### config.mk
export PLATFORM = sky130hd
export DESIGN_NAME = alu_seq_unit
export DESIGN_NICKNAME = d
export VERILOG_FILES = /design/src/rtl/alu_seq_unit.sv
export SDC_FILE = /design/constraint.sdc
export NUM_CORES = 1
export LEC_CHECK = 0
export BUFFER_PORTS_ARGS = -buffer_cell sky130_fd_sc_hd__buf_2
export CELL_PAD_IN_SITES_DETAIL_PLACEMENT = 0
export CELL_PAD_IN_SITES_GLOBAL_PLACEMENT = 1
export CORE_ASPECT_RATIO = 0.9
export CORE_MARGIN = 2
export CORE_UTILIZATION = 40
export DETAILED_ROUTE_END_ITERATION = 12
export GPL_TIMING_DRIVEN = 1
export PLACE_DENSITY_LB_ADDON = 0.1
export RECOVER_POWER = 50
export SLEW_MARGIN = 20
export SYNTH_ARGS = -nofsm -noshare
export SYNTH_HDL_FRONTEND = slang
export SYNTH_SLANG_ARGS = --single-unit
### constraint.sdc
create_clock -name clk -period 3.6 [get_ports clk]
set_input_delay 0.36 -clock clk [delete_from_list [all_inputs] [get_ports clk]]
set_output_delay 0.36 -clock clk [all_outputs]
set_load 0.01 [all_outputs]
### src/rtl/alu_seq_unit.sv
`default_nettype none
// ============================================================================
//  Module   : alu_seq_unit
//  Brief    : Sequential ALU. Shifts take one bit-step per cycle. The optional
//             shift-add multiplier is enabled by defining ALU_SEQ_MUL_EN.
//  Revision : 1.0 - initial release
// ============================================================================
module alu_seq_unit #(
    parameter int WIDTH = 32,
    parameter int SHW   = $clog2(WIDTH)
) (
    input  logic             clk,
    input  logic             rst_n,
    input  logic             in_valid,
    output logic             in_ready,
    input  logic [5:0]       opcode,
    input  logic [5:0]       funct,
    input  logic [1:0]       aluop,
    input  logic [WIDTH-1:0] a,
    input  logic [WIDTH-1:0] b,
    output logic             out_valid,
    input  logic             out_ready,
    output logic [WIDTH-1:0] result,
    output logic             zero
);

    localparam int                 c_CNT_W   = SHW + 1;
    localparam logic [c_CNT_W-1:0] c_CNT_ONE = c_CNT_W'(1);

    typedef enum logic [1:0] {
        ST_IDLE = 2'd0,
        ST_EXEC = 2'd1,
        ST_DONE = 2'd2
    } state_t;

    typedef enum logic [3:0] {
        OP_ADD = 4'd0, OP_SUB = 4'd1, OP_AND = 4'd2, OP_OR  = 4'd3,
        OP_SLL = 4'd4, OP_SRL = 4'd5, OP_SRA = 4'd6, OP_SLT = 4'd7,
        OP_MUL = 4'd8
    } op_t;

    state_t               r_state, w_next_state;
    op_t                  r_op, w_dec_op;
    logic [WIDTH-1:0]     r_a, r_result;
    logic                 r_zero;
    logic [c_CNT_W-1:0]   r_cnt, w_init_cnt;
    logic [5:0]           r_funct;
    logic [SHW-1:0]       w_shamt;
    logic [WIDTH-1:0]     w_quick, w_step_a, w_exec_val;
    logic                 w_accept, w_long, w_is_shift;
    logic                 w_unused_funct;

`ifdef ALU_SEQ_MUL_EN
    logic [WIDTH-1:0]     r_b, r_acc, w_step_acc;
`endif

    assign w_shamt        = b[SHW-1:0];
    assign w_accept       = in_valid && in_ready;
    assign w_unused_funct = ^r_funct;
    assign result         = r_result;
    assign zero           = r_zero;

    always_comb begin
        w_dec_op = OP_ADD;
        case (aluop)
            2'd1: w_dec_op = OP_SUB;
            2'd2: begin
                case (opcode)
                    6'b000001:            w_dec_op = OP_SUB;
                    6'b010000, 6'b010001: w_dec_op = OP_AND;
                    6'b010010, 6'b010011: w_dec_op = OP_OR;
                    6'b011000:            w_dec_op = OP_SLL;
                    6'b011001:            w_dec_op = OP_SRL;
                    6'b011010:            w_dec_op = OP_SRA;
                    6'b011100:            w_dec_op = OP_SLT;
`ifdef ALU_SEQ_MUL_EN
                    6'b100000:            w_dec_op = OP_MUL;
`endif
                    default:              w_dec_op = OP_ADD;
                endcase
            end
            default: w_dec_op = OP_ADD;
        endcase
    end

    // Single-cycle result; a zero-count shift simply passes operand A through.
    always_comb begin
        w_quick    = a + b;
        w_is_shift = (w_dec_op == OP_SLL) || (w_dec_op == OP_SRL) || (w_dec_op == OP_SRA);
        case (w_dec_op)
            OP_SUB:                 w_quick = a - b;
            OP_AND:                 w_quick = a & b;
            OP_OR:                  w_quick = a | b;
            OP_SLT:                 w_quick = {{(WIDTH-1){1'b0}}, ($signed(a) < $signed(b))};
            OP_SLL, OP_SRL, OP_SRA: w_quick = a;
            default:                w_quick = a + b;
        endcase
        w_long     = (w_is_shift && (w_shamt != '0)) || (w_dec_op == OP_MUL);
        w_init_cnt = (w_dec_op == OP_MUL) ? c_CNT_W'(WIDTH) : {1'b0, w_shamt};
    end

    always_comb begin
        case (r_op)
            OP_SLL, OP_MUL: w_step_a = r_a << 1;
            OP_SRL:         w_step_a = r_a >> 1;
            OP_SRA:         w_step_a = {r_a[WIDTH-1], r_a[WIDTH-1:1]};
            default:        w_step_a = r_a;
        endcase
`ifdef ALU_SEQ_MUL_EN
        w_step_acc = r_acc + (r_b[0] ? r_a : '0);
        w_exec_val = (r_op == OP_MUL) ? w_step_acc : w_step_a;
`else
        w_exec_val = w_step_a;
`endif
    end

    always_comb begin
        w_next_state = r_state;
        in_ready     = 1'b0;
        out_valid    = 1'b0;
        case (r_state)
            ST_IDLE: begin
                in_ready = 1'b1;
                if (in_valid) w_next_state = w_long ? ST_EXEC : ST_DONE;
            end
            ST_EXEC: if (r_cnt == c_CNT_ONE) w_next_state = ST_DONE;
            ST_DONE: begin
                out_valid = 1'b1;
                if (out_ready) w_next_state = ST_IDLE;
            end
            default: w_next_state = ST_IDLE;
        endcase
    end

    always_ff @(posedge clk or negedge rst_n) begin
        if (!rst_n) r_state <= ST_IDLE;
        else        r_state <= w_next_state;
    end

    always_ff @(posedge clk or negedge rst_n) begin
        if (!rst_n) begin
            r_op     <= OP_ADD;
            r_a      <= '0;
            r_cnt    <= '0;
            r_funct  <= '0;
            r_result <= '0;
            r_zero   <= 1'b1;
`ifdef ALU_SEQ_MUL_EN
            r_b      <= '0;
            r_acc    <= '0;
`endif
        end else if (w_accept) begin
            r_op    <= w_dec_op;
            r_a     <= a;
            r_funct <= funct;
            r_cnt   <= w_long ? w_init_cnt : '0;
`ifdef ALU_SEQ_MUL_EN
            r_b     <= b;
            r_acc   <= '0;
`endif
            if (!w_long) begin
                r_result <= w_quick;
                r_zero   <= (w_quick == '0);
            end
        end else if (r_state == ST_EXEC) begin
            r_a   <= w_step_a;
            r_cnt <= r_cnt - c_CNT_ONE;
`ifdef ALU_SEQ_MUL_EN
            r_b   <= r_b >> 1;
            r_acc <= w_step_acc;
`endif
            if (r_cnt == c_CNT_ONE) begin
                r_result <= w_exec_val;
                r_zero   <= (w_exec_val == '0);
            end
        end
    end

endmodule
`default_nettype wire

---- After elaboration in Yosys (flattened, before gate mapping) ----
Memory sizes are Yosys's and may differ from the RTL's.
Cells that the tools add are included.
cells by class
  reductions and logical operators ........ 15
  $add $sub $neg .......................... 3
  $mul .................................... 0
  magnitude comparators ................... 1
  multiplexer cells ....................... 25
  equal/unequal tests ..................... 21
  bitwise operators ....................... 2
  shift operators ......................... 0
  div/mod/pow operators ................... 0
operator list
  cell                                               number
  2-to-1 mux 32 bit                                  6
  case mux 32 bit (5 select lines)                   1
  case mux 32 bit (3 select lines)                   1
  zero test 32 bit                                   2
  adder 32 bit                                       1
  AND 32 bit                                         1
  less-than comparator 32 bit                        1
  OR 32 bit                                          1
  subtractor 32 bit                                  1
  == test 4 x 3 -> 1 bit (second input constant)     7
  2-to-1 mux 6 bit                                   4
  == test 4 x 2 -> 1 bit (second input constant)     2
  == test 4 bit (second input constant)              2
  2-to-1 mux 2 bit                                   4
  != test 2 bit (second input constant)              4
  case mux 4 bit (2 select lines)                    1
  == test 6 x 1 -> 1 bit (second input constant)     1
  2-to-1 mux 1 bit                                   6
  case mux 2 bit (3 select lines)                    1
  AND reduction 3 bit                                2
  subtractor 6 x 1 -> 6 bit (second input constant)  1
  nonzero test 5 bit                                 1
  == test 2 x 1 -> 1 bit (second input constant)     2
  == test 2 bit (second input constant)              2
  other kinds (8)                                    12
word-level totals
  memory bits (read-only) ................. 96
  memories ................................ 1
  latch bits .............................. 0
  word-level logic and storage cells ...... 74
  bits in writable memories ............... 0
  bits in registers ....................... 77
  bits of input ports ..................... 82
memory list
  memory           words  width  rd ports  clocked after memory_dff  write ports  RTL line  RTL
  (no name shown)  32     3      1         0                         0            68        case (opcode)

---- Logic depth before layout (Yosys ltp) ----
Gate-level depths: netlist of the first run.
An unclocked memory read counts as a cell.
  depth after elaboration ................. 11
  depth in mapped cells ................... 17
  gate-level depth less buffers ........... 16

---- Least setup slack after synthesis of the first run ----
Ideal clock, no wire load.
  path type ............................... input to register
  start ................................... in a[0]
  end ..................................... reg r_zero, in the netlist zero
  setup time .............................. 0.072 ns
  cell stages on the path ................. 13
  arrival ................................. 3.853 ns
  setup slack ............................. -0.325 ns
  path through ............................ ha_1 -> fa_1 -> a21o_1 -> a221o_1 -> a211oi_1 -> o211ai_1 -> a31oi_1 -> a21oi_1 -> o311ai_0 -> o2bb2ai_1 -> or4b_1 -> or4_1 -> o21ai_1
between the ends
  cells in the longest elaborated chain, start to end .. 5
ends and longest elaborated chain
  what                                        RTL line  RTL
  start: declaration                          19        input logic [WIDTH-1:0] a,
  adder 32 bit, or another cell as far along  96        default: w_quick = a + b;
  case mux 32 bit (5 select lines) *          90        case (w_dec_op)
  zero test 32 bit *                          163       r_zero <= (w_quick == '0);
  2-to-1 mux 1 bit *                          161       if (!w_long) begin
  2-to-1 mux 1 bit *                          152       end else if (w_accept) begin
  end signal: assignment                      163
  end signal: assignment                      174       r_zero <= (w_exec_val == '0);
  end: declaration                            45        logic r_zero;
Mark *: on every way between the ends. The rest lies on a longest branch, timed or not. The select of a mux whose other input is x is not followed.
A chain may end at the register's enable or synchronous reset.

---- Final worst setup path of the first run ----
  start ................................... in b[0]
  end ..................................... reg r_zero, in the netlist zero
between the ends
  cells in the longest elaborated chain, start to end .. 5
ends and longest elaborated chain
  what                                                                          RTL line  RTL
  start: declaration                                                            20        input logic [WIDTH-1:0] b,
  adder 32 bit, or another cell as far along                                    96
  case mux 32 bit (5 select lines) / logical AND 1 bit (equally long branches)  90, 98
  zero test 32 bit / logical OR 1 bit (equally long branches)                   163, 98
  2-to-1 mux 1 bit / != test 2 bit (equally long branches)                      -
  2-to-1 mux 1 bit / AND reduction 3 bit (equally long branches)                -
Parallel ways exist; a longest one is shown, timed or not. The select of a mux whose other input is x is not followed.

==> results of run 1 <==
==> metrics by stage <==
step / std cells / instance area [um2] / power [uW]
finish: 2106 / 14040 / 4764
global route: 2106 / 14040 / 5069
CTS: 2100 / 13820 / 4671
detailed placement: 2070 / 13210 / 3661
global placement: 2070 / 13210 / 3628
floorplan: 1395 / 10040 / 2531
==> final timing paths <==
| path | startpoint | endpoint | slack (ns) | cells past startpoint |
|---|---|---|---|---|
| min in group asynchronous | rst_n | r_cnt[0]$_DFFE_PN0P_ | 0.58 | 1 |
| min reg2reg | result[31]$_DFFE_PN0P_ | result[31]$_DFFE_PN0P_ | 0.46 | 2 |
| max reg2reg | r_state[1]$_DFFE_PN0P_ | zero$_DFFE_PN1P_ | 0.65 | 10 |
| max | b[0] | zero$_DFFE_PN1P_ | -0.19 | 15 |
| min | out_ready | r_state[1]$_DFFE_PN0P_ | 0.26 | 3 |
| max in group asynchronous | rst_n | r_op[0]$_DFFE_PN0P_ | 1.68 | 1 |
==> synthesized netlist by cell type (all sizes together) (7+ instances only) <==
| master | number | area (um2) |
|---|---|---|
| a21oi | 124 | 620.6 |
| a31oi | 15 | 93.84 |
| inv | 124 | 465.5 |
| xnor2 | 19 | 166.4 |
| o22ai | 35 | 219.0 |
| nor2 | 129 | 491.7 |
| nand2 | 130 | 490.5 |
| nor3 | 22 | 115.1 |
| a21o | 17 | 127.6 |
| nor2b | 13 | 81.33 |
| o211ai | 18 | 135.1 |
| a22o | 29 | 254.0 |
| or4 | 8 | 60.06 |
| o31a | 7 | 61.31 |
| clkbuf | 72 | 270.3 |
| nand3 | 22 | 110.1 |
| ha | 100 | 1251 |
| nand4 | 13 | 81.33 |
| nor4 | 15 | 93.84 |
| o31ai | 10 | 75.07 |
| mux2i | 32 | 320.3 |
| a211oi | 20 | 150.1 |
| dfrtp | 75 | 1877 |
| buf | 17 | 83.83 |
| nand2b | 13 | 81.33 |
| o21bai | 7 | 52.55 |
| a221oi | 8 | 76.32 |
| o21ai | 146 | 730.7 |
| a22oi | 50 | 375.4 |
| xor2 | 12 | 105.1 |
| or3 | 9 | 56.30 |
==> flip-flops by register name, indices dropped and copies added (netlist names) <==
register	flops
r_state	2
result	32
r_a	32
r_op	3
r_cnt	6
zero	1
==> worst max-delay path, cell delays in order <==
cell	delay, ns
buf_8	0.11
ha_4	0.16
fa_2	0.35
a21o_1	0.19
a221o_2	0.39
buf_12	0.15
a211oi_4	0.24
o211ai_1	0.16
a31oi_2	0.27
a21oi_2	0.10
o311ai_2	0.29
nor2_1	0.10
or4_1	0.54
or4_4	0.50
o21ai_2	0.15
==> routing by layer <==
| layer | share of wire, % | vias to the layer above | track usage (%) |
|---|---|---|---|
| li1 | - | 5850 | - |
| met1 | 46 | 5887 | 48.12 |
| met2 | 43 | 593 | 48.47 |
| met3 | 9.2 | 65 | 3.988 |
| met4 | 1.7 | 0 | 6.186 |
| met5 | 0 | - | 0 |
==> power by group <==
group	leakage [uW]	switching (uW)	internal (uW)	total (uW)
clock network	0.000144	353	548	901
registers	0.000951	222	1070	1290
logic	0.00556	1420	1160	2570
==> cell type report <==
class                      count  area, um2
inverter                     124      467.9
fill                        2368      10280
sequential                    76       1904
tap                          308      385.4
multi-input combinational   1106       7652
timing repair buffer         477       3339
clock inverter                 5      52.55
clock buffer                  10      239.0
==> cell families (layout without fill, tap and decap cells) <==
family / count (synthesis) / after routing
compound gates: 535 / 535
simple gates: 403 / 403
buf+inv: 213 / 616
fa+ha+maj: 103 / 103
flops: 76 / 76
mux: 34 / 34
xor+xnor: 31 / 31
==> cells in the final DEF (no fill, tap or decap), drive strengths merged, types with 7 or more instances in the layout <==
| cell | instances |
|---|---|
| a21oi | 124 |
| a31oi | 15 |
| mux2i | 32 |
| xnor2 | 19 |
| a22o | 29 |
| o22ai | 35 |
| clkbuf | 27 |
| a211oi | 20 |
| a22oi | 50 |
| buf | 460 |
| or3 | 9 |
| ha | 100 |
| o21bai | 7 |
| nor4 | 15 |
| nand2 | 130 |
| nor3 | 22 |
| a21o | 17 |
| xor2 | 12 |
| a221oi | 8 |
| o211ai | 18 |
| o21ai | 146 |
| o31a | 7 |
| dfrtp | 75 |
| nand3 | 22 |
| nand2b | 13 |
| nand4 | 13 |
| nor2 | 129 |
| or4 | 8 |
| o31ai | 10 |
| nor2b | 13 |
| inv | 124 |
==> timing repair <==
action                     CTS  global route
pin swaps                   27            20
gates resized for setup     42            50
setup endpoints to repair    3             6
buffers inserted            15             7
==> impl_metrics.yaml, run 1 <==
status:
  status: "complete, but fails checks"
  violations: "capacitance limit, slew limit, setup timing"
sta:
  worst_pin_slew_ns: 2.022
  hold_ws_ns: 0.2639
  worst_slack_ns: -0.1893
  setup_viol: 2
  slew_headroom_pct: -34.82
  fmax_mhz: 263.9
  finClkSkew_ns: 0.008059
  layout_min_cycle_time_ns: 3.789
  hold_violations: 0
  rsz0062_at_grt: "true"
  final_max_slew_viol_count: 77
  tns_ns: -0.3579
  fin_crit_sh_pct: 105.3
grt:
  grt_pass1_vias: 11549
  grt_pass1_wl_um: 65240
  grt.total_usage_pct: 31.85
  antenna_found_initial: 0
  grt_overflow: 0
  grt_max_degree: 77
routing:
  drt_wl_total_um: 42530
  wl_per_cell_um: 20.19
  firstDrtPassIters: 6
  drc: 0
  ant_nets: 0
  drt_iter0_drc: 1438
  num_vias: 12395
  avgViaCountPerCell: 5.886
floorplan:
  ios: 117
  core_um2: 24320
  die_w_um: 170.0
  dieArea_um2: 26080
  initial_core_util_pct: 40.79
  die_h_um: 153.4
  placementRows: 54
clock_tree:
  clock_latency_ns: 0.34
  cts_tree: "done"
  cts_hold_buf: 0
  htreeDepth: 3
  cts_sinks: 76
  cts_buffer_depth: 2
  path_clk_slew_ns: 0.06
  cts_made_buffers: 9
  root_buffer: "clkbuf_16"
logic_synthesis:
  synth_cell_type_count: 75
  syn_inst: 1395
  synth-xor-area-share_pct: 2.736
  yosys_warnings: 0
  synth_edf_count: 0
  synthMuxAreaShare_pct: 3.455
  synthSimpleGateAreaFrac_pct: 18.94
  synth-adder-area-share_pct: 13.11
  synth_top_family_by_area: "compound AO/OA/AOI/OAI gates"
  ys_ff_latch: 76
  syn_avg_cell_area_um2: 7.113
  synth_compound_area_share_pct: 34.31
  synth_seq_area_share_pct: 19.18
  synth_area_um2: 9922
  async_flop_share_pct: 100.0
  syn_nets: 1579
  synth_flop_cell: "dfrtp_1"
setup_path:
  critPathKind: "primary input to flop"
  required_ns: 3.87
  crit_path_end_kind: "flop"
  worstPathMaxFanout: 4
  start_kind: "primary input"
  arrival_ns: 4.06
pwr:
  vdd_drop_max_v: 0.0001927
  power_density_nw_per_um2: 339.3
  p_leak_uw: 0.006660
place:
  routabilityCongestion: 0.9937
  hpwlAfterDp_um: 33330
  pre_cts_slack_ns: -0.8596
  io_buffers: 110
cells_and_area:
  fin_util_pct: 57.73
  antenna_cells: 0
  syn_to_final_growth_pct: 41.51
  drive_above_1_share_pct: 31.48
  fin_nets: 1978
hold_path:
  hp-class: "primary input to flop"
run:
  cap_violations: 1
Note: power is estimated with default switching activity, not from simulation.
==> run 2, diff against run 1 <==
Settings changed: ABC_AREA set to 1, PLACE_DENSITY_LB_ADDON 0.1 to 0.05.
==> run 2 against run 1 <==
  * Global-route usage fell by 0.26 points
  * Flip-flop and latch count is the same
  * Non-clock buffer count down 318
  * Sequential share of layout area increased by 1.6 points
  * Clock-buffer cell count up 1
  * Combinational power fell by 14%
  * The flow finishes with violations (capacitance limit, slew limit)
  * Register-to-register slack gained 0.12 ns
  * Worst hold slack better by 0.028 ns
==> impl_metrics.yaml, run 2 <==
status:
  status: "complete, but fails checks"
  violations: "capacitance limit, slew limit"
cells_and_area:
  syn_to_final_growth_pct: 11.67
  antenna_cells: 0
  fin_nets: 2243
  drive_above_1_share_pct: 8.672
  final_cell_mix: "nand2_1, inv_1, nor2_1"
  layout_commonest_cell: "nand2_1"
  fin_util_pct: 45.13
setup_path:
  rrSetupSlack_ns: 0.77
  worstPathMaxFanout: 9
  start_kind: "primary input"
  r2r_cells: 15
  required_ns: 3.88
  cp_slowest_cell: "ha_1"
  crit_path_end_kind: "flop"
  slowest_delay_ns: 0.51
  cpMostUsedCell: "nand2_1"
  critical_path.startpoint: "a[5]"
  r2r_end: "zero$_DFFE_PN1P_"
  crit_chain: "buf_2 -> inv_1 -> ha_1 -> inv_1 -> nand2_1 -> nand2_1 -> a21oi_1 -> nand2_1 -> nand2_1 -> nand2_1 -> nand2_1 -> nand3_1 -> nand3_1 -> nand2_1 -> nor2_1 -> nand2_1 -> nor2_1 -> nand2_1 -> nor2_1 -> nand3_1 -> nand2_1 -> nand2_1 -> nand2_1"
  cp.buffers_inverters: 3
  cpLargestDelayFamily: "simple AND/OR/NAND/NOR gates"
  rr_startpoint: "r_op[2]$_DFFE_PN0P_"
  critPathKind: "primary input to flop"
  arrival_ns: 3.44
logic_synthesis:
  synth_flop_cell: "dfrtp_1"
  synth_area_um2: 11200
  netlist_top_cells_area: "nand2_1, dfrtp_1, inv_1, ha_1, nand3_1"
  synth_cell_type_count: 47
  synth_common_cells: "nand2_1, inv_1, nor2_1"
  synth_edf_count: 0
  yosysTopAreaCellShare_pct: 18.23
  ys_ff_latch: 76
  yosys_warnings: 0
  syn_avg_cell_area_um2: 5.687
  async_flop_share_pct: 100.0
  yosysTopAreaCell: "nand2_1"
  syn_inst: 1970
  synth_most_common_cell: "nand2_1"
  syn_nets: 2154
  synth_seq_area_share_pct: 16.99
clock_tree:
  clock_latency_ns: 0.34
  cts_made_buffers: 9
  cts_resized: 0
  htreeDepth: 3
  cts_hold_buf: 0
  path_clk_slew_ns: 0.06
  cts_sinks: 76
  cts_buffer_depth: 2
  root_buffer: "clkbuf_16"
  postCtsSetupBuffers: 0
  cts_tree: "done"
routing:
  ant_nets: 0
  avgViaCountPerCell: 5.360
  wl_per_cell_um: 19.41
  drc: 0
  drt_wl_total_um: 47060
  num_vias: 12993
  firstDrtPassIters: 8
  drt_iter0_drc: 1412
sta:
  slew_headroom_pct: -29.61
  hold_violations: 0
  hold_ws_ns: 0.2918
  rsz0062_at_grt: "false"
  fin_crit_sh_pct: 88.03
  setup_viol: 0
  tns_ns: 0
  worst_pin_slew_ns: 1.944
  final_max_slew_viol_count: 77
  fmax_mhz: 315.5
  layout_min_cycle_time_ns: 3.169
  worst_slack_ns: 0.4308
  finClkSkew_ns: 0.01230
floorplan:
  die_w_um: 180.4
  placementRows: 58
  die_h_um: 162.8
  dieArea_um2: 29360
  core_um2: 27720
  initial_core_util_pct: 40.41
  ios: 117
place:
  routabilityCongestion: 0.9692
  pre_cts_slack_ns: 0.1633
  hpwlAfterDp_um: 39180
  io_buffers: 110
pwr:
  total_power_uw: 4449
  vdd_drop_max_v: 0.0002468
  p_leak_uw: 0.006908
  internal_power_uw: 2449
  combPwrFrac_pct: 50.0
  p_sw_uw: 2000
  power_density_nw_per_um2: 355.6
  clkPwrFrac_pct: 22.4
  seq_power_share_pct: 27.6
  switching_share_pct: 44.96
grt:
  grt.total_usage_pct: 31.59
  grt_pass1_wl_um: 70590
  grt_overflow: 0
  antenna_found_initial: 0
  grt_pass1_vias: 11819
  grt_max_degree: 77
hold_path:
  holdPathEnd: "r_state[1]$_DFFE_PN0P_"
  hp-class: "primary input to flop"
  holdCritStartpoint: "out_ready"
  holdPathStages: 4
run:
  cap_violations: 1
==> run 2: worst max-delay path by stage <==
stage	slack (ns)	endpoint	cells after the start
3_3_place_gp	0.18	zero$_DFFE_PN1P_	24
5_1_grt	0.11	zero$_DFFE_PN1P_	24
2_1_floorplan	1.21	zero$_DFFE_PN1P_	23
3_5_place_dp	0.16	zero$_DFFE_PN1P_	24
6_report	0.43	zero$_DFFE_PN1P_	23
4_1_cts	0.49	zero$_DFFE_PN1P_	24
==> run 2: metrics by stage <==
step,area (um2),std cells
after global placement,12210,2408
after detailed placement,12210,2408
after floorplan,11200,1970
after global routing,12510,2424
final,12510,2424
after CTS,12530,2424
==> run 2: layer usage <==
layer | share of wire (%) | up-vias | track usage [%]
met4 | 1.0 | 0 | 4.509
met1 | 50 | 6054 | 49.09
met3 | 7.3 | 19 | 3.309
met5 | 0 | - | 0
met2 | 42 | 450 | 47.57
li1 | - | 6470 | -
==> run 2: worst register-to-register path, stage by stage, from the launching register on <==
cell	delay, ns
dfrtp_1	0.36
inv_1	0.07
nor2_1	0.26
nor2_1	0.12
inv_1	0.42
buf_4	0.30
o22ai_1	0.11
a21oi_1	0.28
nand2_1	0.09
nor3_1	0.19
nand4_1	0.13
nor2_1	0.14
nand4_1	0.10
nand2_1	0.08
nand2_1	0.05
nand2_1	0.07
==> run 2: power groups by stage <==
stage	sequential [uW]	combinational [uW]	clock, uW
finish	1230	2220	996
detailed placement	1240	2200	0
CTS	1230	2210	1010
global placement	1240	2200	0
floorplan	1280	1360	0
global route	1260	2470	1040
==> run 2: cell type report <==
class                           count  area [um2]
Multi-Input combinational cell   1439        7517
Sequential cell                    76        1903
Inverter                          374        1404
Fill cell                        3148       15210
Clock buffer                       11       242.7
Timing Repair Buffer              159       909.6
Tap cell                          360       450.4
Clock inverter                      5       83.83
==> run 2: cells by family (layout without fill, tap and decap cells) <==
family / after synthesis / in the layout / synth area share [%]
AOI/OAI and AO/OA: 298 / 298 / 15.68
and+or+nand+nor: 1028 / 1028 / 38.94
xor gates and xnor gates: 11 / 11 / 0.8600
buffers and inverters: 455 / 549 / 16.00
adders and majority gates: 102 / 102 / 11.53
DFF: 76 / 76 / 16.99
==> run 3, diff against run 2 <==
Settings changed: REMOVE_ABC_BUFFERS set to 1.
==> run 3 against run 2 <==
  * The run still ends with capacitance limit, slew limit left
  * Fmax grew 1.5%
  * Clock-buffer cell count is 2 lower
  * Cell area is 0.43% lower
  * Global-route usage decreased by 0.24 points
  * Clock power fell by 8.3%
==> impl_metrics.yaml, run 3 (synthesis results as in run 2) <==
status:
  status: "complete, but fails checks"
  violations: "capacitance limit, slew limit"
floorplan:
  core_um2: 27720
  initial_core_util_pct: 40.41
  dieArea_um2: 29360
  ios: 117
  die_w_um: 180.4
  die_h_um: 162.8
  placementRows: 58
setup_path:
  arrival_ns: 3.40
  slowest_delay_ns: 0.50
  cp.buffers_inverters: 3
  rr_startpoint: "r_state[1]$_DFFE_PN0P_"
  worstPathMaxFanout: 9
  required_ns: 3.88
  crit_chain: "buf_2 -> inv_1 -> ha_1 -> nor2_1 -> inv_1 -> nor3_1 -> nand2_1 -> nand2_1 -> nand2_1 -> nand2_1 -> nand2_1 -> nand3_1 -> nand2_1 -> nor2_1 -> nand2_1 -> nor2_1 -> nand2_1 -> nor2_1 -> nand3_1 -> nand2_1 -> nand2_1 -> nand2_1"
  critical_path.startpoint: "a[6]"
  start_kind: "primary input"
  cpLargestDelayFamily: "simple AND/OR/NAND/NOR gates"
  cp_slowest_cell: "ha_1"
  cpMostUsedCell: "nand2_1"
  critPathKind: "primary input to flop"
  crit_path_end_kind: "flop"
sta:
  fin_crit_sh_pct: 86.74
  final_max_slew_viol_count: 77
  tns_ns: 0
  slew_headroom_pct: -28.81
  rsz0062_at_grt: "false"
  worst_slack_ns: 0.4775
  hold_violations: 0
  worst_pin_slew_ns: 1.932
  layout_min_cycle_time_ns: 3.123
  setup_viol: 0
  fmax_mhz: 320.3
  finClkSkew_ns: 0.009857
place:
  hpwlAfterDp_um: 38530
  io_buffers: 110
  pre_cts_slack_ns: 0.1771
  routabilityCongestion: 1.008
  dp.cells: 2406
  place_area_um2: 12180
grt:
  antenna_found_initial: 0
  grt_pass1_wl_um: 70370
  grt_pass1_vias: 12008
  grt_overflow: 0
  grt.total_usage_pct: 31.35
  grt_max_degree: 77
pwr:
  vdd_drop_max_v: 0.0002165
  power_density_nw_per_um2: 349.5
  p_leak_uw: 0.006880
  total_power_uw: 4354
cells_and_area:
  syn_to_final_growth_pct: 11.19
  finalNonFillerCells: 2422
  fin_area_um2: 12460
  final_cell_mix: "nand2_1, inv_1, nor2_1"
  drive_above_1_share_pct: 8.632
  layout_commonest_cell: "nand2_1"
  fin_nets: 2241
  antenna_cells: 0
clock_tree:
  path_clk_slew_ns: 0.06
  postCtsSetupBuffers: 0
  cts_tree: "done"
  root_buffer: "clkbuf_16"
  cts_buffer_depth: 2
  cts_made_buffers: 9
  cts_hold_buf: 0
  clock_latency_ns: 0.34
  cts_sinks: 76
  htreeDepth: 3
  cts_resized: 0
routing:
  drc: 0
  drt_wl_total_um: 46870
  wl_per_cell_um: 19.35
  drt_iter0_drc: 1515
  firstDrtPassIters: 5
  num_vias: 13144
  ant_nets: 0
  avgViaCountPerCell: 5.427
hold_path:
  hp-class: "primary input to flop"
  holdCritStartpoint: "out_ready"
run:
  cap_violations: 1
[run 3: changes by cell type in the layout (fill, tap and decap cells not counted), sizes merged]
| cell | before | now |
|---|---|---|
| clkinvlp | 2 | 3 |
| clkinv | 0 | 1 |
| buf | 141 | 139 |
| inv | 375 | 376 |
| clkbuf | 29 | 27 |
| bufinv | 2 | 1 |
[run 3: cell type report]
class                           instances  area, um2
Timing Repair Buffer                  157      882.1
Multi-Input combinational cell       1439       7517
Inverter                              374       1404
Sequential cell                        76       1903
Fill cell                            3126      15260
Clock inverter                          7      75.07
Tap cell                              360      450.4
Clock buffer                            9      225.2
[run 3: through the flow]
stage	utilization (%)	hold slack (ns)
2_1_floorplan	-	0.06441
3_3_place_gp	43.94	0.4603
3_5_place_dp	43.94	0.4629
4_1_cts	45.02	0.2274
5_1_grt	44.94	0.3616
6_report	44.94	0.3288
[run 3: routing by layer]
layer / track usage [%] / vias up / routed length [um]
li1: - / 6469 / -
met1: 47.62 / 6139 / 22930
met2: 46.27 / 499 / 19120
met3: 5.411 / 37 / 4060
met4: 5.865 / 0 / 757
met5: 0 / - / 0
[run 3: worst paths after layout]
kind / end / slack (ns) / cells past startpoint
setup / recovery: zero$_DFFE_PN1P_ / 0.48 / 22
max in group asynchronous: r_a[20]$_DFFE_PN0P_ / 1.89 / 1
hold / removal: r_state[1]$_DFFE_PN0P_ / 0.33 / 4
min in group asynchronous: r_cnt[0]$_DFFE_PN0P_ / 0.55 / 1
setup reg to reg: r_a[14]$_DFFE_PN0P_ / 0.50 / 8
hold reg to reg: zero$_DFFE_PN1P_ / 0.47 / 2
[run 3: power breakdown]
group | leakage [uW] | internal, uW | switching, uW
clock network | 0.000138 | 540 | 372
registers | 0.000925 | 1090 | 138
logic | 0.00582 | 724 | 1490
[run 3: tightest hold or removal path: cells and delay by family]
family	cells	cell delay, ns
AND/OR/NAND/NOR	2	0.14
buffers and inverters	2	0.12
